--- src/rtl/lvds_tx_arbiter.sv ---
// lvds_tx_arbiter: round-robin, burst-limited sharing of the 32-bit LVDS transmit word channel
module lvds_tx_arbiter #(
    parameter int NUM_REQ   = 4,
    parameter int PAYLOAD_W = 29,
    parameter int MAX_BURST = 4
) (
    input  logic                           tx_inclock,
    input  logic                           reset_n,
    input  logic                           link_up,
    input  logic [NUM_REQ*PAYLOAD_W-1:0]   req_data,
    input  logic [NUM_REQ-1:0]             req_rdy,
    output logic [NUM_REQ-1:0]             req_en,
    output logic [31:0]                    enq_tx,
    output logic                           RDY_enq_tx,
    input  logic                           EN_enq_tx,
    output logic [1:0]                     cur_src,
    output logic [3:0]                     burst_cnt
);
    logic [31:0] enq_tx_q, enq_tx_d;
    logic        rdy_q, rdy_d;
    logic [1:0]  cur_src_q, cur_src_d;
    logic [3:0]  burst_cnt_q, burst_cnt_d;
    logic        go, cont;
    logic [1:0]  rr, idx, winner;
    always_comb begin
        rr  = cur_src_q;
        idx = cur_src_q;
        // scan from farthest to nearest so the nearest ready requester after cur_src wins
        for (int k = NUM_REQ; k >= 1; k--) begin
            idx = 2'((int'(cur_src_q) + k) % NUM_REQ);
            rr  = req_rdy[idx] ? idx : rr;
        end
        go          = reset_n && (!rdy_q || EN_enq_tx) && link_up && (|req_rdy);
        cont        = req_rdy[cur_src_q] && burst_cnt_q != 4'd0 && burst_cnt_q < 4'(MAX_BURST);
        winner      = cont ? cur_src_q : rr;
        req_en      = go ? ({{(NUM_REQ-1){1'b0}}, 1'b1} << winner) : '0;
        enq_tx_d    = go ? {1'b1, winner, req_data[int'(winner)*PAYLOAD_W +: PAYLOAD_W]} : enq_tx_q;
        rdy_d       = go || (rdy_q && !EN_enq_tx);
        cur_src_d   = go ? winner : cur_src_q;
        burst_cnt_d = go ? (cont ? burst_cnt_q + 4'd1 : 4'd1) : burst_cnt_q;
    end
    always_ff @(posedge tx_inclock) begin
        if (!reset_n) begin
            enq_tx_q    <= '0;
            rdy_q       <= 1'b0;
            cur_src_q   <= 2'(NUM_REQ-1);
            burst_cnt_q <= '0;
        end else begin
            enq_tx_q    <= enq_tx_d;
            rdy_q       <= rdy_d;
            cur_src_q   <= cur_src_d;
            burst_cnt_q <= burst_cnt_d;
        end
    end
    assign enq_tx     = enq_tx_q;
    assign RDY_enq_tx = rdy_q;
    assign cur_src    = cur_src_q;
    assign burst_cnt  = burst_cnt_q;
endmodule
--- config.mk ---
export PLATFORM = sky130hd
export DESIGN_NAME = lvds_tx_arbiter
export DESIGN_NICKNAME = d
export VERILOG_FILES = /design/src/rtl/lvds_tx_arbiter.sv
export SDC_FILE = /design/constraint.sdc
export NUM_CORES = 1
export LEC_CHECK = 0
export ABC_AREA = 1
export CAP_MARGIN = 20
export CORE_MARGIN = 2
export CORE_UTILIZATION = 37
export DETAILED_ROUTE_END_ITERATION = 16
export GPL_TIMING_DRIVEN = 1
export PLACE_DENSITY = 0.89
export SLEW_MARGIN = 20
export SYNTH_ARGS = -nofsm -noshare
export SYNTH_HDL_FRONTEND = slang
export SYNTH_SLANG_ARGS = --single-unit
--- constraint.sdc ---
create_clock -name tx_inclock -period 1.9 [get_ports tx_inclock]
set_clock_uncertainty 0.1 [all_clocks]
set_input_delay 0.38 -clock tx_inclock [delete_from_list [all_inputs] [get_ports tx_inclock]]
set_output_delay 0.38 -clock tx_inclock [all_outputs]
set_load 0.05 [all_outputs]
# Word level (Yosys, flattened, before mapping)
# Index checks and enable logic that the tools add are counted.
op_classes:
  mul: 1
  add_sub_neg: 5
  n_reduce_logical: 12
  n_mux: 17
  order_cmp: 6
  shifts: 2
op_table:
  columns: ["op", "n"]
  rows:
  - ["116-bit by 8-bit variable part select with 29-bit output", 1]
  - ["2-bit by 3-bit < comparator with 1-bit output, second input constant", 5]
  - ["1-bit binary-select mux with 2-bit select", 5]
  - ["2-bit two-way mux", 5]
  - ["4-bit two-way mux", 2]
  - ["2-bit by 5-bit multiplier with 7-bit output, second input constant", 1]
  - ["1-bit logical AND", 6]
  - ["1-bit two-way mux", 5]
  - ["2-bit by 1-bit adder with 2-bit output, second input constant", 2]
  - ["2-bit adder, second input constant", 2]
  - ["4-bit by 1-bit adder with 4-bit output, second input constant", 1]
  - ["4-bit by 3-bit < comparator with 1-bit output, second input constant", 1]
  - ["4-bit nonzero test", 1]
  - ["4-bit OR reduction", 1]
  - ["1-bit by 2-bit left shift with 4-bit output, first input constant", 1]
  - ["1-bit logical NOT", 2]
  - ["1-bit logical OR", 2]
totals:
  output_inout_bits: 43
  inputBits: 124
  word_cells: 47
  regBits: 39

# Depth between registers and ports, before layout
depth:
  word_depth: 10
  mapped_depth: 18
  mapped_depth_nobuf: 15

# Worst setup path before layout
# Ideal clock, no wire load.
synth_path:
  kind: "register -> output"
  from: "reg burst_cnt_q[0] (netlist: burst_cnt[0])"
  to: "out req_en[2]"
  slack_ns: -1.155
  stages_incl_launch_ff: 12
  required_ns: 1.420
  arrival_ns: 2.575
  n_path_buf: 2
  path_cell_list: "dfxtp_1 -> inv_1 -> ha_1 -> nor3_1 -> nand2_1 -> inv_1 -> o21ai_2 -> nand3_2 -> buf_2 -> buf_4 -> nand3_1 -> nor2_1"
synth_between:
  elab_chain_len: 6
  elab_cells_between_ends: 7
  classes_between: "order compare: 1; shift: 1; mux: 2; reduce/logical: 3"
synth_lines:
  columns: ["element", "line", "text"]
  rows:
  - ["start: declaration", "22", "logic [3:0] burst_cnt_q, burst_cnt_d;"]
  - ["start signal: assignment", "52", "burst_cnt_q <= burst_cnt_d;"]
  - ["branches (longest 2 deep; another with 4-bit by 3-bit < comparator with 1-bit output)", null, null]
  - ["1-bit logical AND (*)", "34", "cont = req_rdy[cur_src_q] && burst_cnt_q != 4'd0 && burst_cnt_q < 4'(MAX_BURST);"]
  - ["2-bit two-way mux (*)", "35", "winner = cont ? cur_src_q : rr;"]
  - ["1-bit by 2-bit left shift with 4-bit output (*)", "36", "req_en = go ? ({{(NUM_REQ-1){1'b0}}, 1'b1} << winner) : '0;"]
  - ["4-bit two-way mux (*)", "36", null]
  - ["end: declaration", "12", "output logic [NUM_REQ-1:0] req_en,"]
# Mark *: on every way between the ends.

# Worst setup path in the final report
layout_path:
  from: "reg cur_src_q[0] (netlist: cur_src[0])"
  to: "out req_en[0]"
layout_between:
  elab_chain_len: 10
  elab_cells_between_ends: 23
  classes_between: "add/sub: 4; shift: 1; mux: 16; reduce/logical: 2"
layout_lines:
  columns: ["element", "line", "text"]
  rows:
  - ["start: declaration", "21", "logic [1:0] cur_src_q, cur_src_d;"]
  - ["start signal: assignment", "46", "cur_src_q <= 2'(NUM_REQ-1);"]
  - ["start signal: assignment", "51", "cur_src_q <= cur_src_d;"]
  - ["2-bit by 1-bit adder with 2-bit output", "30", "idx = 2'((int'(cur_src_q) + k) % NUM_REQ);"]
  - ["1-bit binary-select mux with 2-bit select", "31", "rr = req_rdy[idx] ? idx : rr;"]
  - ["1-bit two-way mux (implied by the code)", "31", null]
  - ["2-bit two-way mux (4 in a row)", "31", null]
  - ["2-bit two-way mux (*)", "35", null]
  - ["1-bit by 2-bit left shift with 4-bit output (*)", "36", null]
  - ["4-bit two-way mux (*)", "36", null]
# Mark *: on every way between the ends. The rest lies on a longest branch, timed or not. The select of a mux whose other input is x is not followed.

==> flow_summary.yaml <==
power:
  ir_drop_v: 0.000438
  power.total_mw: 4.16
  p_leak_nw: 3.23
  power.density_nw_per_um2: 711
yosys:
  syn_inst: 604
  synth_seq_cells: 39
  synthTopCellsByArea: "dfxtp_1 (24%), nand3_1 (23%), inv_1 (19%)"
  syn-mean-instance-area_um2: 5.31
  synth_seq_area_share_pct: 24.4
  ys.flop_type: "dfxtp_1"
  synth_top_cell_by_area: "dfxtp_1"
  yosys_warnings: 0
  synth-edff-count: 0
  syn-num-nets: 730
  synth_most_common_cell: "inv_1"
  synth_top_area_share_pct: 24.4
  synth_cell_type_count: 27
  synthesis.area_um2: 3210
  ys_async_sr_fraction_pct: 0
  synthTopCellsByCount: "inv_1 (158), nand3_1 (150), nand2_1 (126)"
drt:
  dr.pass1.iters: 5
  remaining_drc_errors: 0
  ant_nets: 0
  vias: 4467
  drtIter0Drc: 216
  wire_per_inst_um: 14.1
  via_per_inst: 4.94
  detail_route.wirelength_mm: 12.7
cts:
  cts_tree: "built"
  htree_levels: 2
  clk_pin_slew_ps: 90
  numCtsBuffers: 5
  worstSkewPairLatency_ps: 290
  clockBufferDepth: 2
  root_buffer: "clkbuf_8"
  cts_sinks: 39
finish:
  fillCellCount: 661
  diodes: 0
  regArea_um2: 797
  syn_to_final_growth_pct: 82.3
  final_util_pct: 70.4
  nets: 925
  multiInputGateArea_um2: 1890
  drive_gt1_share_pct: 20.9
sta:
  timing.final.ws_setup_ps: -466
  rsz0062_at_grt: "true"
  setup_viol: 35
  hold_viol: 0
  period_needed_ps: 2370
  drv_slew: 0
  fmax_mhz: 423
  slew_headroom_pct: 76.3
  tightest_slew_ps: 356
  fin_crit_sh_pct: 125
floorplan:
  fp.coreArea_um2: 8300
  dieArea_um2: 9420
  die_y_um: 97.1
  pin_count: 167
  rows: 33
  initial_utilization_pct: 38.6
  die-width_um: 97.1
grt:
  grt_pass1_wl_mm: 18.7
  antenna_found_initial: 0
  grt_usage_pct: 23.3
  grt_pass1_vias: 4122
  grt_max_degree: 35
  grt_overflow_total: 0
outcome:
  violations: "setup timing"
  outcome: "finished, violations left"
min_path:
  hp-class: "reg -> reg"
  hold_path_depth: 2
critical_path:
  setup.worst_path.class: "reg -> out"
  cp_data_required_time_ps: 1420
  critPathCaptureType: "primary output"
  path_max_fanout: 6
  cp_data_arrival_time_ps: 1890
  setup.worst_path.start_class: "register"
  r2r_cells: 18
placement:
  gp_congestion: 0.939
  port_buffers: 166
  dpl.hpwl_mm: 8.44
flow_run:
  drv_cap: 0
-- critical path, cell delays in order (launching register included) --
cell and delay (ps):
dfxtp_4 410, buf_6 140, nand2_4 60, o21ai_4 70, nand2_1 110, nand2_1 90, nand2_2 70, nand2_4 80
nand2_4 50, nand2_4 100, nand3_4 110, nor2_4 130, buf_6 160
-- logic make-up after synthesis --
group / Yosys count / share of synthesized area [%]
AND/OR/NAND/NOR: 353 / 47.7
buffers and inverters: 198 / 24.7
flip-flops: 39 / 24.4
AO/OA/AOI/OAI: 11 / 2.19
adder cells (fa/ha/maj): 2 / 0.781
XOR/XNOR: 1 / 0.273
-- state kept, by name, summed over array words and instances (netlist names) --
name        count
cur_src         2
RDY_enq_tx      1
burst_cnt       4
enq_tx         32
-- routing by layer --
metal | up-vias | global-route usage, % | share of wire, %
met2 | 255 | 44.2 | 52
li1 | 2182 | - | -
met5 | - | 0 | 0
met3 | 17 | 4.39 | 8.1
met4 | 0 | 4.98 | 1.2
met1 | 2013 | 27.0 | 39
-- layout by cell type (no fill, tap or decap), drive strengths merged --
master / netlist / routed
nand2: 128 / 128
buf: 22 / 93
dfxtp: 39 / 39
xor2: 1 / 1
a21oi: 2 / 2
clkbuf: 13 / 14
a31oi: 1 / 1
clkdlybuf4s50: 0 / 119
nor3: 1 / 1
nand3: 151 / 151
nand4: 1 / 1
and2: 1 / 1
o211ai: 3 / 3
ha: 2 / 2
dlygate4sd2: 0 / 4
nor2: 71 / 71
clkinv: 1 / 1
inv: 162 / 163
o21ai: 4 / 4
a211oi: 1 / 1
-- stage by stage --
stage | setup WS [ps] | TNS, ps | std cells | instance area [µm²] | hold WS (ps)
global route | -542 | -14740 | 905 | 5840 | 394
floorplan | -446 | -2300 | 604 | 3320 | 368
detailed placement | -665 | -22320 | 873 | 5140 | 362
finish | -466 | -11000 | 905 | 5840 | 376
CTS | -422 | -8630 | 890 | 5420 | 376
global placement | -595 | -18860 | 873 | 5140 | 359
-- repair_timing --
item / CTS / global route
hold buffers: 0 / 0
gates cloned: 0 / 9
pin swaps: 16 / 47
setup buffers: 10 / 7
endpoints found under the setup margin: 36 / 35
gates resized for setup: 40 / 46
-- power breakdown --
| group | switching, mW | internal (mW) | leakage (nW) | total (mW) |
|---|---|---|---|---|
| clock | 0.295 | 0.293 | 0.0482 | 0.588 |
| sequential | 0.0499 | 0.886 | 0.323 | 0.936 |
| combinational | 1.41 | 1.23 | 2.86 | 2.63 |
-- area by class of cell --
type                            count  share of cell area (%)
Tap cell                          105                    2.25
Clock buffer                        7                    1.48
Sequential cell                    39                    13.6
Multi-Input combinational cell    367                    32.3
Clock inverter                      1                  0.0857
Inverter                          163                    10.6
Timing Repair Buffer              223                    39.7
-- worst paths after layout --
path,startpoint,slack (ps),to
min reg2reg,enq_tx[30],380,enq_tx[30]
max reg2reg,cur_src[0],-370,enq_tx[20]
max,cur_src[0],-470,req_en[0]
min,enq_tx[30],380,enq_tx[30]
(Power assumes the default switching activity.)
